**config.mk**
```make
export PLATFORM = sky130hd
export DESIGN_NAME = axi_lite_reg_slave
export DESIGN_NICKNAME = d
export VERILOG_FILES = /design/src/rtl/axi_lite_reg_pkg.sv /design/src/rtl/axi_lite_reg_slave.sv
export SDC_FILE = /design/constraint.sdc
export NUM_CORES = 1
export LEC_CHECK = 0
export CAP_MARGIN = 15
export CORE_ASPECT_RATIO = 1.25
export CORE_UTILIZATION = 35
export DETAILED_ROUTE_END_ITERATION = 10
export MAX_ROUTING_LAYER = met4
export PLACE_DENSITY = 0.88
export REMOVE_ABC_BUFFERS = 1
export SETUP_SLACK_MARGIN = 0.3
export SLEW_MARGIN = 40
export SYNTH_ARGS = -nofsm -noshare
export SYNTH_HDL_FRONTEND = slang
export SYNTH_SLANG_ARGS = --single-unit
export TNS_END_PERCENT = 30
```
**constraint.sdc**
```tcl
create_clock -name clk -period 1.45 [get_ports clk]
set_clock_uncertainty 0.1 [all_clocks]
set_input_delay 0.29 -clock clk [delete_from_list [all_inputs] [get_ports clk]]
set_output_delay 0.29 -clock clk [all_outputs]
set_load 0.02 [all_outputs]
```
**src/rtl/axi_lite_reg_pkg.sv**
```systemverilog
// Shared types and constants for the AXI4-Lite register slave.
package axi_lite_reg_pkg;

    // Transaction sequencing states
    typedef enum logic [2:0] {
        ST_IDLE,
        ST_WR_WAIT,
        ST_WR_USER,
        ST_WR_RESP,
        ST_RD_USER,
        ST_RD_RESP
    } state_e;

    localparam logic [1:0] RESP_OKAY   = 2'b00;
    localparam logic [1:0] RESP_SLVERR = 2'b10;

    // Bus response code for a user-flagged bad address
    function automatic logic [1:0] resp_for(input logic invalid_addr);
        return invalid_addr ? RESP_SLVERR : RESP_OKAY;
    endfunction

endpackage

```
**src/rtl/axi_lite_reg_slave.sv**
```systemverilog
// AXI4-Lite slave that hands one transaction at a time to a strobe-based
// register interface and returns the user's completion as the bus response.
module axi_lite_reg_slave
    import axi_lite_reg_pkg::*;
#(
    parameter int unsigned ADDR_WIDTH   = 5,
    parameter int unsigned DATA_WIDTH   = 32,
    parameter int unsigned STROBE_WIDTH = DATA_WIDTH / 8
) (
    input  logic                    clk,
    input  logic                    rst,
    input  logic                    i_awvalid,
    input  logic [ADDR_WIDTH-1:0]   i_awaddr,
    output logic                    o_awready,
    input  logic                    i_wvalid,
    output logic                    o_wready,
    input  logic [STROBE_WIDTH-1:0] i_wstrb,
    input  logic [DATA_WIDTH-1:0]   i_wdata,
    output logic                    o_bvalid,
    input  logic                    i_bready,
    output logic [1:0]              o_bresp,
    input  logic                    i_arvalid,
    output logic                    o_arready,
    input  logic [ADDR_WIDTH-1:0]   i_araddr,
    output logic                    o_rvalid,
    input  logic                    i_rready,
    output logic [1:0]              o_rresp,
    output logic [DATA_WIDTH-1:0]   o_rdata,
    output logic [ADDR_WIDTH-1:0]   o_reg_address,
    input  logic                    i_reg_invalid_addr,
    output logic                    o_reg_in_rdy,
    input  logic                    i_reg_in_ack_stb,
    output logic [DATA_WIDTH-1:0]   o_reg_in_data,
    output logic                    o_reg_out_req,
    input  logic                    i_reg_out_rdy_stb,
    input  logic [DATA_WIDTH-1:0]   i_reg_out_data
);

    state_e state_q;
    state_e state_d;
    logic   have_aw_q;
    logic   have_w_q;

    // Byte strobes are not honoured; every write is a full word.
    logic wstrb_unused;
    assign wstrb_unused = ^i_wstrb;

    // State register
    always_ff @(posedge clk) begin
        if (rst) begin
            state_q <= ST_IDLE;
        end else begin
            state_q <= state_d;
        end
    end

    // Next-state and channel handshake decode
    always_comb begin
        state_d       = state_q;
        o_awready     = 1'b0;
        o_wready      = 1'b0;
        o_arready     = 1'b0;
        o_bvalid      = 1'b0;
        o_rvalid      = 1'b0;
        o_reg_in_rdy  = 1'b0;
        o_reg_out_req = 1'b0;
        unique case (state_q)
            ST_IDLE: begin
                o_awready = 1'b1;
                o_wready  = 1'b1;
                // A pending write in the same cycle wins over a read.
                o_arready = !i_awvalid && !i_wvalid;
                if (i_awvalid && i_wvalid) begin
                    state_d = ST_WR_USER;
                end else if (i_awvalid || i_wvalid) begin
                    state_d = ST_WR_WAIT;
                end else if (i_arvalid) begin
                    state_d = ST_RD_USER;
                end
            end
            ST_WR_WAIT: begin
                o_awready = !have_aw_q;
                o_wready  = !have_w_q;
                if ((!have_aw_q && i_awvalid) || (!have_w_q && i_wvalid)) begin
                    state_d = ST_WR_USER;
                end
            end
            ST_WR_USER: begin
                o_reg_in_rdy = 1'b1;
                if (i_reg_in_ack_stb) begin
                    state_d = ST_WR_RESP;
                end
            end
            ST_WR_RESP: begin
                o_bvalid = 1'b1;
                if (i_bready) begin
                    state_d = ST_IDLE;
                end
            end
            ST_RD_USER: begin
                o_reg_out_req = 1'b1;
                if (i_reg_out_rdy_stb) begin
                    state_d = ST_RD_RESP;
                end
            end
            ST_RD_RESP: begin
                o_rvalid = 1'b1;
                if (i_rready) begin
                    state_d = ST_IDLE;
                end
            end
            default: state_d = ST_IDLE;
        endcase
        // Nothing is offered to the bus or the user while reset is held.
        if (rst) begin
            state_d       = ST_IDLE;
            o_awready     = 1'b0;
            o_wready      = 1'b0;
            o_arready     = 1'b0;
            o_bvalid      = 1'b0;
            o_rvalid      = 1'b0;
            o_reg_in_rdy  = 1'b0;
            o_reg_out_req = 1'b0;
        end
    end

    // Address, data and response capture registers
    always_ff @(posedge clk) begin
        if (rst) begin
            have_aw_q     <= 1'b0;
            have_w_q      <= 1'b0;
            o_reg_address <= '0;
            o_reg_in_data <= '0;
            o_rdata       <= '0;
            o_bresp       <= RESP_OKAY;
            o_rresp       <= RESP_OKAY;
        end else begin
            if (o_awready && i_awvalid) begin
                o_reg_address <= i_awaddr;
                have_aw_q     <= 1'b1;
            end
            if (o_wready && i_wvalid) begin
                o_reg_in_data <= i_wdata;
                have_w_q      <= 1'b1;
            end
            if (o_arready && i_arvalid) begin
                o_reg_address <= i_araddr;
            end
            if (state_q == ST_WR_USER) begin
                have_aw_q <= 1'b0;
                have_w_q  <= 1'b0;
                if (i_reg_in_ack_stb) begin
                    o_bresp <= resp_for(i_reg_invalid_addr);
                end
            end
            if (state_q == ST_RD_USER && i_reg_out_rdy_stb) begin
                o_rdata <= i_reg_out_data;
                o_rresp <= resp_for(i_reg_invalid_addr);
            end
        end
    end

endmodule

```
==> flow_summary.json <==
{
  "outcome": "complete, but fails checks",
  "violations": "design-rule violations, negative setup slack",
  "finalPower_mw": 6.63,
  "nets": 649,
  "cpMaxStageDelayCell": "a2111oi_4",
  "antenna_cells": 0,
  "ys_warn_count": 0,
  "synth-async-reset-ratio_pct": 0,
  "grt_pass1_vias": 3061,
  "critical_path_peak_fanout": 3,
  "finalWorstSetupSlack_ns": -0.322,
  "area_growth_pct": 77.8,
  "overflow": 0,
  "grt_first_pass_wirelength_mm": 14.3,
  "wl_mm": 9.57,
  "cts-root-buf": "clkbuf_8",
  "vdd_drop_max_mv": 0.598,
  "ant_nets": 0,
  "slew_viol_final": 0,
  "row_count": 37,
  "core-area_sq_mm": 0.00829,
  "max_stage_delay_ns": 0.36,
  "holdBufCountCts": 0,
  "grt_usage_pct": 20.4,
  "netlist_area_sq_mm": 0.00301,
  "via_per_inst": 5.00,
  "io_pins": 168,
  "most-common-layout-cells": "nand2_1 (138), clkdlybuf4s50_1 (81), dfxtp_1 (68)",
  "dieWidth_um": 84.9,
  "synth-edff-count": 0,
  "grt_max_degree": 44,
  "final_common_cell": "nand2_1",
  "maxCapViolations": 0,
  "yosysSeqAreaShare_pct": 50.6,
  "clock_latency_ns": 0.34,
  "via_count": 3297,
  "portBuffers": 161,
  "ys_dominant_reg_cell": "dfxtp_1",
  "avgRoutedWirePerCell_um": 14.5,
  "critical_path_class": "reg -> out",
  "max_freq_ghz": 0.564,
  "grt.busiest_layer": "met2",
  "critical_path.cell_chain": "buf_12 > a2111oi_4 > buf_4",
  "finalNonFillerCells": 660,
  "drive_gt1_share_pct": 29.3,
  "drc": 13,
  "grt_util_met3_pct": 4.23,
  "antenna_found_initial": 0,
  "ys_types": 30,
  "crit_path_end_kind": "output pin",
  "synthCells": 381,
  "tns_ns": -14.51,
  "ys_ff_latch": 76,
  "met1_usage_pct": 22.2,
  "period_needed_ns": 1.77,
  "dieHeight_um": 106,
  "setup_violations": 81,
  "cts_made_buffers": 9,
  "dp_cells": 637,
  "hold_viol": 0,
  "clock-sinks": 76,
  "worstPathArrival_ns": 1.38,
  "drt_iter0_drc": 194,
  "dpl.hpwl_mm": 6.23,
  "cp.required_ns": 1.06,
  "finalCritPeriodShare_pct": 122,
  "gp_congestion": 0.811,
  "holdCritPathClass": "in -> reg",
  "rsz0062_at_grt": "true",
  "clockBufferDepth": 2,
  "power_density_mw_per_mm2": 1240,
  "first_pass_iters": 9,
  "grtUsageMet2_pct": 35.5,
  "cp-start-kind": "flip-flop",
  "start_util_pct": 36.3,
  "p_leak_nw": 2.11,
  "cts_max_level": 3,
  "path_clk_slew_ns": 0.08,
  "cts_tree": "done",
  "fp.dieArea_sq_mm": 0.00897,
  "syn_area_per_cell_sq_um": 7.89
}
## flip-flops by register name, indices dropped and copies added (netlist names)
register and cells:
o_bresp 1, state_q 3, have_aw_q 1, o_rresp 1, have_w_q 1, o_reg_address 5
o_reg_in_data 32, o_rdata 32
## kinds of logic after synthesis
logic type                 synth area share (%)
AOI/OAI and AO/OA                          17.0
DFF                                        50.6
other                                     0.125
and+or+nand+nor                            24.4
buffers and inverters                      5.91
muxes                                      1.08
adders and majority gates                 0.832
## critical path, delay by kind of cell (launching register included)
family / cells / cell delay (ns)
AOI/OAI and AO/OA: 1 / 0.36
buffers and inverters: 2 / 0.34
DFF: 1 / 0.35
## what timing repair did
item	in CTS	in global routing
pin swaps	11	3
endpoints found under the setup margin	154	154
resized for setup	474	14
gates cloned	1	4
setup buffers	3	0
hold endpoints to repair	0	0
## cell type report
| cell class | count | area [sq um] |
|---|---|---|
| well taps | 97 | 121 |
| inverters | 3 | 11.3 |
| multi-input cells | 272 | 1460 |
| clock inverters | 5 | 53.8 |
| clock buffers | 10 | 128 |
| flip-flops and latches | 76 | 1540 |
| repair buffers | 197 | 2040 |
| fillers | 670 | 2940 |
## report_power, final
| group | switching (mW) | total [mW] | internal (mW) |
|---|---|---|---|
| registers | 0.210 | 2.53 | 2.32 |
| logic | 1.24 | 2.59 | 1.35 |
| clock network | 0.728 | 1.51 | 0.780 |
| total | 2.18 | 6.63 | 4.45 |
## metal layers
metal | routed length [um] | vias to the layer above | share of wire (%)
met3 | 591 | 19 | 6.2
met2 | 5140 | 136 | 54
li1 | - | 1619 | -
met1 | 3640 | 1523 | 38
met4 | 194 | 0 | 2.0
met5 | 0 | - | 0
## final timing paths
kind / from / cells past startpoint / to / slack, ns
worst max register to register: state_q[1] / 7 / o_reg_in_data[12] / -0.30
worst min-delay path: rst / 2 / o_reg_address[2] / 0.25
worst min register to register: o_rdata[6] / 2 / o_rdata[6] / 0.36
worst max-delay path: state_q[1] / 3 / o_awready / -0.32
## Yosys cell counts (all sizes together), types with 4 or more instances
master / n / area share (%)
a21oi: 68 / 11
a311oi: 5 / 1.5
and3: 5 / 1.0
buf: 12 / 3.2
clkbuf: 19 / 2.4
dfxtp: 76 / 51
nand2: 139 / 17
nand2b: 4 / 0.83
nand3: 7 / 1.2
nor2: 13 / 1.6
nor3: 4 / 0.67
## stage by stage
stage	worst slack [ns]	hold WS, ns	instance area, sq um	utilization [%]
2_1_floorplan	-0.743	0.259	2840	-
3_3_place_gp	-0.626	0.341	4860	58.6
3_5_place_dp	-0.647	0.346	4860	58.6
4_1_cts	-0.333	0.218	5180	62.6
5_1_grt	-0.362	0.238	5350	64.5
6_report	-0.322	0.253	5350	64.5
Power figures use the tool's default switching activity.
